[config.mk]
export PLATFORM = sky130hd
export DESIGN_NAME = pipelined_bitonic_sorter
export DESIGN_NICKNAME = d
export VERILOG_FILES = /design/src/rtl/sorter_pkg.sv /design/src/rtl/pipelined_bitonic_sorter_cmp_exch.sv /design/src/rtl/pipelined_bitonic_sorter.sv
export SDC_FILE = /design/constraint.sdc
export NUM_CORES = 1
export LEC_CHECK = 0
export ABC_AREA = 1
export ABC_CLOCK_PERIOD_IN_PS = 1550
export CAP_MARGIN = 10
export CORE_MARGIN = 2
export CORE_UTILIZATION = 55
export DETAILED_ROUTE_END_ITERATION = 10
export PLACE_DENSITY = 0.87
export SKIP_CTS_REPAIR_TIMING = 1
export SLEW_MARGIN = 30
export SYNTH_ARGS = -nofsm -noshare
export SYNTH_HDL_FRONTEND = slang
export SYNTH_SLANG_ARGS = --single-unit
[constraint.sdc]
create_clock -name clk -period 1.55 [get_ports clk]
set_input_delay 0.31 -clock clk [delete_from_list [all_inputs] [get_ports clk]]
set_output_delay 0.31 -clock clk [all_outputs]
set_load 0.02 [all_outputs]
[src/rtl/sorter_pkg.sv]
// Shared helpers for the bitonic sorter: network sizing and the static
// wiring/direction of every compare-exchange cell.
package sorter_pkg;

   function automatic int clog2(input int n);
      int r;
      r = 0;
      while ((1 << r) < n) r++;
      return r;
   endfunction

   function automatic int stage_count(input int n);
      int l;
      l = clog2(n);
      return l * (l + 1) / 2;
   endfunction

   // Stage s belongs to merge phase p (block size 2^(p+1)); phases hold p+1 stages each.
   function automatic int stage_p(input int s);
      int r;
      int base;
      r    = 0;
      base = 0;
      for (int p = 0; p < 32; p++) begin
         if (s >= base + p + 1) begin
            base += p + 1;
            r     = p + 1;
         end
      end
      return r;
   endfunction

   // Compare distance exponent within the phase: p, p-1, ..., 0.
   function automatic int stage_q(input int s);
      int p;
      p = stage_p(s);
      return p - (s - p * (p + 1) / 2);
   endfunction

   function automatic int pair_partner(input int s, input int idx);
      return idx ^ (1 << stage_q(s));
   endfunction

   // Lower element index of cell c in stage s.
   function automatic int cell_lo(input int s, input int c);
      int q;
      q = stage_q(s);
      return ((c >> q) << (q + 1)) | (c & ((1 << q) - 1));
   endfunction

   // 0 = ascending block, 1 = descending block, chosen by the bit above the block size.
   function automatic logic cell_dir(input int s, input int idx);
      return ((idx >> (stage_p(s) + 1)) & 1) != 0;
   endfunction

endpackage

[src/rtl/pipelined_bitonic_sorter_cmp_exch.sv]
// Combinational compare-exchange cell: dir=0 puts the minimum on lo, dir=1 the maximum.
// Equal inputs pass straight through.
module cmp_exch
   import sorter_pkg::*;
#(
   parameter int W      = 4,
   parameter int SIGNED = 0
) (
   input  logic [W-1:0] a,
   input  logic [W-1:0] b,
   input  logic         dir,
   output logic [W-1:0] lo,
   output logic [W-1:0] hi
);

   logic a_gt_b;
   logic b_gt_a;
   logic swap;

   always_comb begin
      if (SIGNED != 0) begin
         a_gt_b = $signed(a) > $signed(b);
         b_gt_a = $signed(b) > $signed(a);
      end else begin
         a_gt_b = a > b;
         b_gt_a = b > a;
      end
      swap = dir ? b_gt_a : a_gt_b;
      lo   = swap ? b : a;
      hi   = swap ? a : b;
   end

endmodule

[src/rtl/pipelined_bitonic_sorter.sv]
// Fully pipelined bitonic sorter: one registered compare-exchange stage per
// network column, valid/desc travel alongside, global stall on back-pressure.
module pipelined_bitonic_sorter
   import sorter_pkg::*;
#(
   parameter int N      = 8,
   parameter int W      = 4,
   parameter int SIGNED = 0
) (
   input  logic           clk,
   input  logic           rst_n,
   input  logic           in_valid,
   output logic           in_ready,
   input  logic           in_desc,
   input  logic [N*W-1:0] in_data,
   output logic           out_valid,
   input  logic           out_ready,
   output logic           out_desc,
   output logic [N*W-1:0] out_data
);

   localparam int S = stage_count(N);

   typedef logic [N-1:0][W-1:0] vec_t;

   vec_t         data_q [S];
   vec_t         data_d [S];
   vec_t         cx_out [S];
   vec_t         data_pipe [S+1];
   logic [S-1:0] vld_q, vld_d;
   logic [S-1:0] desc_q, desc_d;
   logic [S:0]   vld_pipe;
   logic [S:0]   desc_pipe;
   logic         stall;

   // Index s of each *_pipe is what feeds stage s; index S is the output.
   assign vld_pipe     = {vld_q, in_valid};
   assign desc_pipe    = {desc_q, in_desc};
   assign data_pipe[0] = in_data;

   assign stall     = vld_pipe[S] && !out_ready;
   assign in_ready  = !stall;
   assign out_valid = vld_pipe[S];
   assign out_desc  = desc_pipe[S];
   assign out_data  = data_pipe[S];

   for (genvar s = 0; s < S; s++) begin : g_stage
      assign data_pipe[s+1] = data_q[s];
      for (genvar c = 0; c < N / 2; c++) begin : g_cell
         localparam int LO = cell_lo(s, c);
         localparam int HI = pair_partner(s, LO);
         cmp_exch #(.W(W), .SIGNED(SIGNED)) u_cx (
            .a   (data_pipe[s][LO]),
            .b   (data_pipe[s][HI]),
            .dir (cell_dir(s, LO) ^ desc_pipe[s]),
            .lo  (cx_out[s][LO]),
            .hi  (cx_out[s][HI])
         );
      end
   end

   always_comb begin
      vld_d  = vld_q;
      desc_d = desc_q;
      data_d = data_q;
      if (!stall) begin
         // in_ready is 1 whenever we get here, so in_valid alone marks acceptance.
         vld_d  = vld_pipe[S-1:0];
         desc_d = desc_pipe[S-1:0];
         data_d = cx_out;
      end
   end

   always_ff @(posedge clk or negedge rst_n) begin
      if (!rst_n) begin
         vld_q  <= '0;
         desc_q <= '0;
         for (int s = 0; s < S; s++) data_q[s] <= '0;
      end else begin
         vld_q  <= vld_d;
         desc_q <= desc_d;
         data_q <= data_d;
      end
   end

endmodule

==> flow_metrics.tcl, run 1 <==
set metrics [dict create \
    synth_top_flop_cell "dfrtp_1" \
    synthesis.area_um2 13400 \
    worstEpCategory "primary output" \
    synthCells 1917 \
    haltStage "global routing" \
    status "stopped before the end" \
    rows 57 \
    yosysTopAreaCell "dfrtp_1" \
    ys_ff_latch 204 \
    synth_top_area_share 0.381 \
    pin_count 72 \
    cts.htree.levels 1 \
    clock_sinks 204 \
    die_h_um 160 \
    die_w_um 160 \
    stop_error "[ERROR GRT-0232] Routing congestion too high. Check the congestion heatmap in the GUI." \
    postGrtWorstEndpoint "in_ready" \
    synth_seq_area_share 0.381 \
    syn_nets 2050 \
    grt_remaining_overflow 11 \
    synth-edff-count 0 \
    port_buffers 71 \
    root_buffer "clkbuf_16" \
    place_congestion 0.912 \
    postSynthAreaPerCell_um2 6.99 \
    initial_core_util 0.555 \
    yosys_warnings 0 \
    synthArstFlopShare 1.00 \
    grt_max_degree 104 \
    clk_path_buf_depth 3 \
    dp_hpwl_um 23500 \
    synth_area_leaders "dfrtp_1 38%, nand2_1 21%, nand3_1 14%" \
    cts_inserted_buffers 23 \
    netlist-cell-type-count 19 \
    track_usage 0.662 \
]
[synthesized netlist by cell type, types with 2 or more instances]
cell,count
nand2_4,2
clkbuf_1,8
inv_2,4
buf_2,31
o21ai_0,9
nand3_2,24
nand3_1,384
o21ai_1,7
nand2_2,46
a21oi_1,24
inv_1,267
nand2_1,739
buf_4,40
dfrtp_1,204
nor2_1,28
nor2_2,2
ha_1,96
[metrics by stage]
| step | std cells | cell area, um2 | worst slack [ps] | hold slack [ps] |
|---|---|---|---|---|
| 3_5_place_dp | 2436 | 15700 | -500 | 293 |
| 3_3_place_gp | 2436 | 15700 | -442 | 284 |
| 2_1_floorplan | 1917 | 13400 | 68.5 | 14.4 |
| 4_1_cts | 2475 | 16400 | -596 | -239 |
[logic make-up after synthesis]
| group | share of synthesized area |
|---|---|
| buffers and inverters | 0.112 |
| AOI/OAI and AO/OA | 0.0150 |
| DFF | 0.381 |
| adders and majority gates | 0.0897 |
| and+or+nand+nor | 0.402 |
[per-layer routing]
metal / GRT overflow / global-route usage
met5: 0 / 0.136
met4: 3 / 0.679
met3: 2 / 0.501
met2: 6 / 0.893
met1: 0 / 0.610
==> inputs of run 2 (changes only) <==
- ABC_CLOCK_PERIOD_IN_PS: 1550 -> 2020
- CORE_UTILIZATION: 55 -> 40
- PLACE_DENSITY: 0.87 -> unset
- PLACE_DENSITY_LB_ADDON: unset -> 0.15
- clock period: 1.55 -> 2.02 ns (I/O delays scaled with it)
==> run 2 against run 1 <==
Effect of this change: the run now ends clean; synthesized cell count stayed put; synthesized area did not move.
==> flow_metrics.tcl, run 2 <==
set metrics [dict create \
    status "finished clean" \
    p_int_mw 15.7 \
    start_kind "flip-flop" \
    drt-initial-drc-count 611 \
    syn_nets 2050 \
    synth_area_leaders "dfrtp_1 38%, nand2_1 21%, nand3_1 14%" \
    yosysTopAreaCell "dfrtp_1" \
    place_congestion 0.782 \
    power.switching_mw 14.8 \
    diodes 0 \
    cts.htree.levels 1 \
    synthTopCellsByCount "739 x nand2_1, 384 x nand3_1, 267 x inv_1, 204 x dfrtp_1, 96 x ha_1" \
    tritoncts "yes" \
    initial_core_util 0.402 \
    die_h_um 187 \
    peakVddDrop_uv 716 \
    clk_path_buf_depth 3 \
    clk_latency_ps 530 \
    postSynthAreaPerCell_um2 6.99 \
    crit_buf_inv 1 \
    clock_sinks 204 \
    end_kind "primary output" \
    hold_viol 0 \
    layout.nets 2112 \
    grt_remaining_overflow 0 \
    fmaxAchievable_ghz 0.524 \
    cts_inserted_buffers 25 \
    final_common_cell "nand2_1" \
    postRouteAntennaNets 0 \
    drt-pass1-iter-count 5 \
    dieArea_um2 35000 \
    path_cells "clkdlybuf4s50_1" \
    crit_path_max_fanout 2 \
    max_slew_margin 0.654 \
    r2r_slack_ps 200 \
    netlist-cell-type-count 19 \
    core_area_um2 33300 \
    ys_ff_latch 204 \
    maxCapViolCount 0 \
    cp_slowest_cell "clkdlybuf4s50_1" \
    fillCellCount 3431 \
    slowest_delay_ps 640 \
    finClkSkew_ps 16.8 \
    wl_um 29700 \
    period_needed_ps 1910 \
    final_cell_mix "739 x nand2_1, 384 x nand3_1, 267 x inv_1" \
    synthArstFlopShare 1.00 \
    synthCells 1917 \
    p_per_area_nw_per_um2 1960 \
    track_usage 0.175 \
    synth_top_flop_cell "dfrtp_1" \
    p_leak_nw 8.68 \
    critical_path_class "reg2out" \
    root_buffer "clkbuf_16" \
    via_per_inst 4.70 \
    routedWlPerCell_um 12.2 \
    via_count 11500 \
    antenna_found_initial 0 \
    power_frac_clock 0.145 \
    p_sw_frac 0.486 \
    comb_power_share 0.598 \
    worstMarginPinSlew_ps 519 \
    synth_seq_area_share 0.381 \
    synthesis.area_um2 13400 \
    layout-drive-gt1-share 0.0831 \
    rsz0062_at_grt "no" \
    pin_count 72 \
    critical-path-top-delay-family "buffers and inverters" \
    synth_top_area_share 0.381 \
    maxSlewViolCount 0 \
    dp_hpwl_um 22400 \
    rows 67 \
    grt_pass1_vias 11000 \
    yosys_warnings 0 \
    grt_pass1_wl_um 51900 \
    p_seq_frac 0.257 \
    remaining_drc_errors 0 \
    synth-edff-count 0 \
    hp-class "in2async" \
    die_w_um 187 \
    setup_viol 0 \
    cp_data_arrival_time_ps 1510 \
    finalSetupTns_ps 0 \
    port_buffers 71 \
    area_delta_synth_final_pct 15.8 \
    period_share 0.945 \
    grt_max_degree 85 \
    required_ps 1620 \
    largest_reg_flops 160 \
    power_mw 30.4 \
    synth_most_common_cell "nand2_1" \
    path_clk_slew_ps 60 \
]
-- run 2: cell counts after synthesis --
No cell type changed its count.
-- run 2: power by group through the flow --
stage               Sequential (mW)  Clock, mW  Combinational (mW)
finish                         7.83       4.41                18.2
global route                   8.13       4.73                21.4
CTS                            7.87       4.56                18.4
detailed placement             7.92          0                18.4
global placement               7.88          0                18.0
floorplan                      7.36          0                14.6
-- run 2: layout make-up --
type,instances,area [um2],share of cell area
clock buffers,35,743,0.0479
clock inverters,10,83.8,0.00541
inverters,271,1020,0.0659
multi-input cells,1363,6780,0.438
flip-flops and latches,204,5100,0.329
well taps,448,561,0.0362
repair buffers,114,1200,0.0777
-- run 2: kinds of logic (layout without fill, tap and decap cells) --
logic type | count (synthesis) | after routing | share of synthesized area
flip-flops | 204 | 204 | 0.381
adder cells (fa/ha/maj) | 96 | 96 | 0.0897
AO/OA/AOI/OAI | 40 | 40 | 0.0150
AND/OR/NAND/NOR | 1227 | 1227 | 0.402
buffers and inverters | 350 | 430 | 0.112
-- run 2: per-stage QoR --
| stage | util | instances | instance area (um2) | setup slack (ps) | hold WS [ps] |
|---|---|---|---|---|---|
| global route | 0.466 | 2445 | 15500 | 20.4 | 447 |
| floorplan | - | 1917 | 13400 | 470 | 108 |
| global placement | 0.441 | 2399 | 14700 | -153 | 408 |
| detailed placement | 0.441 | 2399 | 14700 | -151 | 411 |
| finish | 0.466 | 2445 | 15500 | 110 | 416 |
| CTS | 0.465 | 2444 | 15500 | -282 | -162 |
-- run 2: path summary, 6_finish.rpt --
kind | startpoint | to | cells after the start
worst max-delay path | out_data[14] | out_data[14] | 1
worst min-delay path | rst_n | data_pipe[40] | 2
worst max register to register | data_pipe[71] | data_pipe[44] | 8
worst min register to register | vld_q[2] | vld_q[3] | 2
max in group asynchronous | rst_n | out_data[29] | 3
min in group clk | in_valid | vld_q[0] | 3
-- run 2: layer usage --
layer	track usage	wire length (um)	vias to the layer above
li1	-	-	6155
met1	0.228	14000	5160
met2	0.312	14400	140
met3	0.0201	796	36
met4	0.0375	562	0
met5	0	0	-
No activity file was read; power rests on OpenSTA's default activity.
